<file path="src/rtl/os_sa_pkg.sv">
// ============================================================================
// os_sa_pkg : shared state encoding and flush-length helper for os_array_ctrl
// Revision  : 1.0
// ============================================================================
`default_nettype none

package os_sa_pkg;

  typedef enum logic [2:0] {
    S_IDLE  = 3'd0,
    S_FEED  = 3'd1,
    S_FLUSH = 3'd2,
    S_LOAD  = 3'd3,
    S_DRAIN = 3'd4,
    S_DONE  = 3'd5
  } state_t;

  // One read-latency cycle, 2(N-1) skew cycles and one PE-latency cycle.
  function automatic int flush_cycles(input int n);
    return 2 * n;
  endfunction

endpackage

`default_nettype wire

</file>
<file path="src/rtl/os_ctrl_perf.sv">
// ============================================================================
// os_ctrl_perf : saturating busy-cycle and drain-stall-cycle counters
// Revision     : 1.0
// ============================================================================
`default_nettype none

module os_ctrl_perf (
  input  logic        clk,
  input  logic        rst,
  input  logic        busy,
  input  logic        stall,
  output logic [31:0] busy_cyc,
  output logic [31:0] stall_cyc
);

  always_ff @(posedge clk) begin
    if (rst) begin
      busy_cyc  <= '0;
      stall_cyc <= '0;
    end else begin
      if (busy && (busy_cyc != '1))
        busy_cyc <= busy_cyc + 32'd1;
      if (stall && (stall_cyc != '1))
        stall_cyc <= stall_cyc + 32'd1;
    end
  end

endmodule

`default_nettype wire

</file>
<file path="src/rtl/os_array_ctrl.sv">
// ============================================================================
// os_array_ctrl : output-stationary PE array sequencer (feed, flush, load, drain)
// Optional counters selected by macro OS_ARRAY_CTRL_PERF_EN.
// Revision      : 1.0
// ============================================================================
`default_nettype none

module os_array_ctrl
  import os_sa_pkg::*;
#(
  parameter int ARRAY_SIZE = 4,
  parameter int K_MAX      = 64,
  parameter int ADDR_W     = $clog2(K_MAX),
  localparam int K_W       = $clog2(K_MAX + 1),
  localparam int COL_W     = $clog2(ARRAY_SIZE)
) (
  input  logic              clk,
  input  logic              rst,
  input  logic              cmd_valid,
  output logic              cmd_ready,
  input  logic [K_W-1:0]    cmd_k,
  output logic              rd_en,
  output logic [ADDR_W-1:0] rd_addr,
  output logic              feed_en,
  output logic              acc_clr,
  output logic              load_en,
  output logic              res_valid,
  input  logic              res_ready,
  output logic [COL_W-1:0]  res_col,
  output logic              shift_en,
  output logic              busy,
  output logic              done,
  output logic [31:0]       perf_busy_cyc,
  output logic [31:0]       perf_stall_cyc
);

  localparam int FLUSH_CYCLES = flush_cycles(ARRAY_SIZE);
  localparam int FL_W         = $clog2(FLUSH_CYCLES + 1);

  state_t            state, state_n;
  logic [ADDR_W-1:0] addr, addr_n;
  logic [FL_W-1:0]   flush_cnt, flush_n;
  logic [COL_W-1:0]  beat, beat_n;
  logic [K_W-1:0]    k_q, k_n;
  logic [K_W-1:0]    k_sat;

  assign k_sat = (cmd_k > K_W'(K_MAX)) ? K_W'(K_MAX) : cmd_k;

  always_ff @(posedge clk) begin
    if (rst) begin
      state     <= S_IDLE;
      addr      <= '0;
      flush_cnt <= '0;
      beat      <= '0;
      k_q       <= '0;
      feed_en   <= 1'b0;
    end else begin
      state     <= state_n;
      addr      <= addr_n;
      flush_cnt <= flush_n;
      beat      <= beat_n;
      k_q       <= k_n;
      feed_en   <= rd_en;
    end
  end

  always_comb begin
    state_n   = state;
    addr_n    = addr;
    flush_n   = flush_cnt;
    beat_n    = beat;
    k_n       = k_q;
    cmd_ready = 1'b0;
    rd_en     = 1'b0;
    rd_addr   = '0;
    acc_clr   = 1'b0;
    load_en   = 1'b0;
    res_valid = 1'b0;
    res_col   = '0;
    shift_en  = 1'b0;
    done      = 1'b0;
    case (state)
      S_IDLE: begin
        cmd_ready = 1'b1;
        if (cmd_valid) begin
          addr_n  = '0;
          flush_n = '0;
          beat_n  = '0;
          k_n     = k_sat;
          state_n = (k_sat == '0) ? S_DONE : S_FEED;
        end
      end
      S_FEED: begin
        rd_en   = 1'b1;
        rd_addr = addr;
        acc_clr = (addr == '0);
        if (K_W'(addr) == (k_q - K_W'(1))) begin
          flush_n = '0;
          state_n = S_FLUSH;
        end else begin
          addr_n = addr + 1'b1;
        end
      end
      S_FLUSH: begin
        if (flush_cnt == FL_W'(FLUSH_CYCLES - 1))
          state_n = S_LOAD;
        else
          flush_n = flush_cnt + 1'b1;
      end
      S_LOAD: begin
        load_en = 1'b1;
        beat_n  = '0;
        state_n = S_DRAIN;
      end
      S_DRAIN: begin
        res_valid = 1'b1;
        res_col   = beat;
        // The final column needs no shift; it leaves straight from column 0.
        if (res_ready) begin
          if (beat == COL_W'(ARRAY_SIZE - 1)) begin
            state_n = S_DONE;
          end else begin
            shift_en = 1'b1;
            beat_n   = beat + 1'b1;
          end
        end
      end
      S_DONE: begin
        done    = 1'b1;
        state_n = S_IDLE;
      end
      default: state_n = S_IDLE;
    endcase
  end

  assign busy = (state != S_IDLE);

`ifdef OS_ARRAY_CTRL_PERF_EN
  logic drain_stall;
  assign drain_stall = (state == S_DRAIN) && !res_ready;

  os_ctrl_perf u_perf (
    .clk       (clk),
    .rst       (rst),
    .busy      (busy),
    .stall     (drain_stall),
    .busy_cyc  (perf_busy_cyc),
    .stall_cyc (perf_stall_cyc)
  );
`else
  assign perf_busy_cyc  = 32'd0;
  assign perf_stall_cyc = 32'd0;
`endif

endmodule

`default_nettype wire

</file>
<file path="config.mk">
export PLATFORM = sky130hd
export DESIGN_NAME = os_array_ctrl
export DESIGN_NICKNAME = d
export VERILOG_FILES = /design/src/rtl/os_sa_pkg.sv /design/src/rtl/os_ctrl_perf.sv /design/src/rtl/os_array_ctrl.sv
export SDC_FILE = /design/constraint.sdc
export NUM_CORES = 1
export LEC_CHECK = 0
export BUFFER_PORTS_ARGS = -buffer_cell sky130_fd_sc_hd__buf_2
export CORE_MARGIN = 4
export CORE_UTILIZATION = 50
export CTS_BUF_LIST = sky130_fd_sc_hd__clkbuf_4
export CTS_CLUSTER_SIZE = 8
export DETAILED_ROUTE_END_ITERATION = 12
export PLACE_DENSITY = 0.85
export SLEW_MARGIN = 20
export SYNTH_ARGS = -nofsm -noshare
export SYNTH_HDL_FRONTEND = slang
export SYNTH_SLANG_ARGS = --single-unit
</file>
<file path="constraint.sdc">
create_clock -name clk -period 6.2 [get_ports clk]
set_input_delay 1.24 -clock clk [delete_from_list [all_inputs] [get_ports clk]]
set_output_delay 1.24 -clock clk [all_outputs]
set_load 0.1 [all_outputs]
</file>
; ---- Yosys cells after proc, flatten, opt, wreduce, memory -nomap -nowiden
; Cells that the tools add are included.
[word_totals]
out_inout_bits = 81
reg_bits = 23
in_bits = 11
word_cells = 69
[classes]
eq_ne = 16
reduce_logical = 12
order_cmp = 1
addsub = 4
muxes = 30
[op_table]
columns = op, count
row1 = 2-to-1 mux 3 bit, 6
row2 = 2-to-1 mux 6 bit, 3
row3 = != test 2 bit (second input constant), 8
row4 = one-hot mux 3 bit (5 select lines), 1
row5 = 2-to-1 mux 4 bit, 3
row6 = one-hot mux 4 bit (3 select lines), 1
row7 = one-hot mux 6 bit (2 select lines), 1
row8 = 2-to-1 mux 1 bit, 9
row9 = nonzero test 3 bit, 3
row10 = 2-to-1 mux 2 bit, 4
row11 = AND reduction 4 bit, 2
row12 = equality test 6 x 7 -> 1 bit, 1
row13 = > comparator 7 bit (second input constant), 1
row14 = logical NOT 7 bit, 1
row15 = 2-to-1 mux 7 bit, 1
row16 = subtractor 7 x 1 -> 7 bit (second input constant), 1
row17 = adder 6 x 1 -> 6 bit (second input constant), 1
row18 = equality test 3 x 2 -> 1 bit (second input constant), 2
row19 = equality test 3 bit (second input constant), 2
row20 = logical NOT 6 bit, 1
row21 = one-hot mux 2 bit (3 select lines), 1
row22 = AND reduction 5 bit, 1
row23 = adder 4 x 1 -> 4 bit (second input constant), 1
row24 = equality test 4 x 3 -> 1 bit (second input constant), 1
row25 = 7 further kinds, 7

; ---- Longest topological paths before layout
[depth]
ltp_word = 6
mapped_depth = 11
depth_no_buf = 8

; ---- Worst setup path after synthesis
; No wires, ideal clock.
[synth_path]
path_type = in2out
start = input port res_ready
end = output port shift_en
n_path_buf = 0
t_required_ps = 4960
path_stages = 1
t_arrival_ps = 4498
slack_ps = 462
path_cell_list = nor4b_1
[synth_between]
elab_chain_cells = 2
[synth_rtl]
columns = item, line_no
row1 = "start, declared", os_array_ctrl.sv:28  ; input logic res_ready,
row2 = 2-to-1 mux 1 bit, os_array_ctrl.sv:119  ; if (res_ready) begin
row3 = 2-to-1 mux 1 bit, os_array_ctrl.sv:82  ; case (state)
row4 = "end, declared", os_array_ctrl.sv:30  ; output logic shift_en,
; No other way between the ends.

; ---- Worst setup path in the final report
; Same ends and word-level chain as after synthesis.

==> key figures <==
Yosys
  – Synth Flop Type: dfxtp_1
  – Ys Warns: 0
  – Syn Inst Count: roughly 250
  – Syn avg cell area: around 7.8 sq um
  – Top post-synthesis cells by area: buf_4 (26%), dfxtp_1 (24%), a21oi_1 (5.2%)
  – Number of synthesized flops with an enable pin: 0
  – Register area share after synthesis: about a quarter
  – Synthesis-stage register bit count: 23
  – Post-synth ARST share: 0%
  – Distinct cell type count after synthesis: 51
  – Synth area leader: buf_4
  – Post-Syn Area: 1933 sq um
  – Top-area cell type share of the netlist area: between 20% and 30%

Die
  – Starting Density: between 50% and 60%
  – Die width: between 70 and 80 um
  – DIE AREA: between 4000 and 5000 sq um
  – # IOs: around 90
  – DIE HEIGHT: ~70 um
  – Core ar.: ~3700 sq um
  – Rows: 22

Global routing
  – Initial antenna violation count: 0
  – Global-route wire length before repair: 5.285 mm
  – Pin count of the biggest net entering global routing: 18
  – Vias in the first global route: about 1300
  – Total track usage: between 10% and 20%
  – Grt total ovfl: 0

Placement
  – RD Place Congestion: slightly below 0.9
  – Post-DP HPWL: 2.726 mm
  – IO Port Bufs: 27

Drt
  – DRT iter0 DRCs: 100
  – Final ANT Viol Nets: 0
  – Drt total wl: about 3.4 mm
  – DR WL/cell: ~11 um
  – Residual DRC: 0
  – Vias per Instance: ~4.7
  – DR pass1 iterations: 4
  – Detailed-route via count: about 1500

Worst setup path
  – Critical-path top delay cell: buf_2
  – Setup crit end kind: primary output
  – Most frequent CP cell: buf_2
  – CP max stage delay: around 530 ps
  – Cells along the critical path: buf_2 -> nor4b_1 -> buf_2
  – Worst path required time: 4960 ps
  – Setup Crit Path Kind: primary input to primary output
  – Worst Path Arrival: about 2300 ps
  – Critical Path Source Type: primary input
  – CP Max Fanout: 4

Timing
  – Final setup viols: 0
  – Setup TNS: 0 ps
  – Tcrit/Tclk final: a little under three fifths
  – Final setup skew: between 2 and 3 ps
  – Slew Limit Fails: 0
  – RSZ-0062 raised after global routing: false
  – Relative slew slack: 47.28%
  – Min cycle time layout: approximately 3500 ps
  – Final Hold Violating Endpoints: 0
  – Maximum clock rate: 282.0 MHz
  – Least-Margin Pin Slew: 789.4 ps

Power
  – Pleak: around 0.87 nW
  – Worst IR Drop VDD: 0.2094 mV
  – Pwr dens: roughly 500 nW/um^2

Clock network
  – CTS max path bufs: 2
  – CTS resizes: 0
  – TritonCTS clock tree: built
  – Clk pin slew, worst setup/hold paths: around 130 ps
  – H-tree levels: 1
  – Post-CTS Setup Bufs: 0
  – Worst-Skew Late Latency: ~320 ps
  – CTS Hold Bufs: 0
  – CTS buffer count: 3
  – CTS Sinks: 23
  – CTS root buffer: clkbuf_4

Final layout
  – Fill cells: between 300 and 400
  – Layout net count: ~290
  – Share of layout cells above drive strength 1: ~14%
  – ANT cells: 0
  – Area grow syn2layout: -4.595%
  – Core Util, Final: between 50% and 60%

Worst hold path
  – Hold WC Path Type: flip-flop to flip-flop

Run
  – Max-cap violations: 0

Run status
  – Status: complete, no violations
metrics by stage:
step	total power, mW	hold WS [ps]	instances	cell area, sq um	setup WS, ps
2_1_floorplan	0.8164	444.1	312	2170	462.2
5_1_grt	0.9450	521.1	316	1844	2454
4_1_cts	0.8980	488.3	316	1844	2632
6_report	0.8958	484.8	316	1844	2654
3_3_place_gp	0.8175	466.0	312	1817	2661
3_5_place_dp	0.8256	468.4	312	1817	2651
cell type report:
type | count | area, sq um | area share [%]
tap | 48 | 60.06 | 3.256
clock inverter | 1 | 5.005 | 0.2714
timing repair buffer | 27 | 135.1 | 7.327
sequential | 23 | 460.4 | 24.97
inverter | 11 | 41.29 | 2.239
multi-input combinational | 203 | 1120 | 60.72
clock buffer | 3 | 22.52 | 1.221
power by group:
group / leakage (nW) / switching [mW] / internal (mW)
Combinational: 0.666 / 0.521 / 0.101
Clock: 0.0177 / 0.0480 / 0.0242
Sequential: 0.187 / 0.0318 / 0.170
Total: 0.871 / 0.601 / 0.295
sequential cells by signal, indices dropped and copies added (netlist names):
name       cells
feed_en        1
state          3
flush_cnt      4
k_q            7
beat           2
addr           6
worst paths after layout:
| check | startpoint | to | slack, ps | depth (start not counted) |
|---|---|---|---|---|
| hold / removal | beat[1] | beat[1] | 480 | 2 |
| hold reg to reg | beat[1] | beat[1] | 480 | 2 |
| setup reg to reg | state[1] | addr[1] | 3600 | 6 |
| setup / recovery | res_ready | shift_en | 2650 | 3 |
cell usage after synthesis (2+ instances only):
cell type	n
o21ai_0	2
and2_1	7
nand2_1	13
nand3b_1	2
nor4b_1	3
nor3b_1	7
nor2b_1	2
o211ai_1	2
nand3_1	5
nor4_1	2
mux2i_1	2
a21oi_1	20
buf_6	2
a211oi_2	2
o21ai_1	4
buf_2	3
or2_1	2
nor2_1	21
nor3_1	3
xnor2_1	2
inv_1	10
or3_1	5
buf_4	66
ha_1	5
xor2_1	4
clkbuf_1	4
nand2b_1	2
o22ai_1	2
dfxtp_1	23
cell families after synthesis:
logic type,count (synthesis),synth area share [%]
buffers and inverters,86,30.49
and+or+nand+nor,80,22.52
AOI/OAI and AO/OA,46,15.99
DFF,23,23.82
xor gates and xnor gates,6,2.718
adders and majority gates,5,3.236
muxes,2,1.036
other,1,0.1940
per-layer routing:
layer	wire, um	part of all wire, %	global-route usage [%]	up-vias
met5	0	0	0	-
met4	23	0.68	4.043	0
met3	261	7.8	2.590	4
met2	1694	50	22.67	55
met1	1385	41	14.83	682
li1	-	-	-	754
worst max-delay path: cells and delay by family:
kind                   cells  cell delay (ps)
buffers and inverters      2              610
and+or+nand+nor            1              450
placed cells by master (no fill, tap or decap), types with 4 or more instances in the layout:
cell	Yosys	layout
xor2_1	4	4
dfxtp_1	23	23
or3_1	5	5
nor2_1	21	21
buf_2	3	27
nand3_1	5	5
nand2_1	13	13
conb_1	1	64
o21ai_1	4	4
a21oi_1	20	20
ha_1	5	5
inv_1	10	10
nor3b_1	7	7
and2_1	7	7
(Power assumes the default switching activity.)
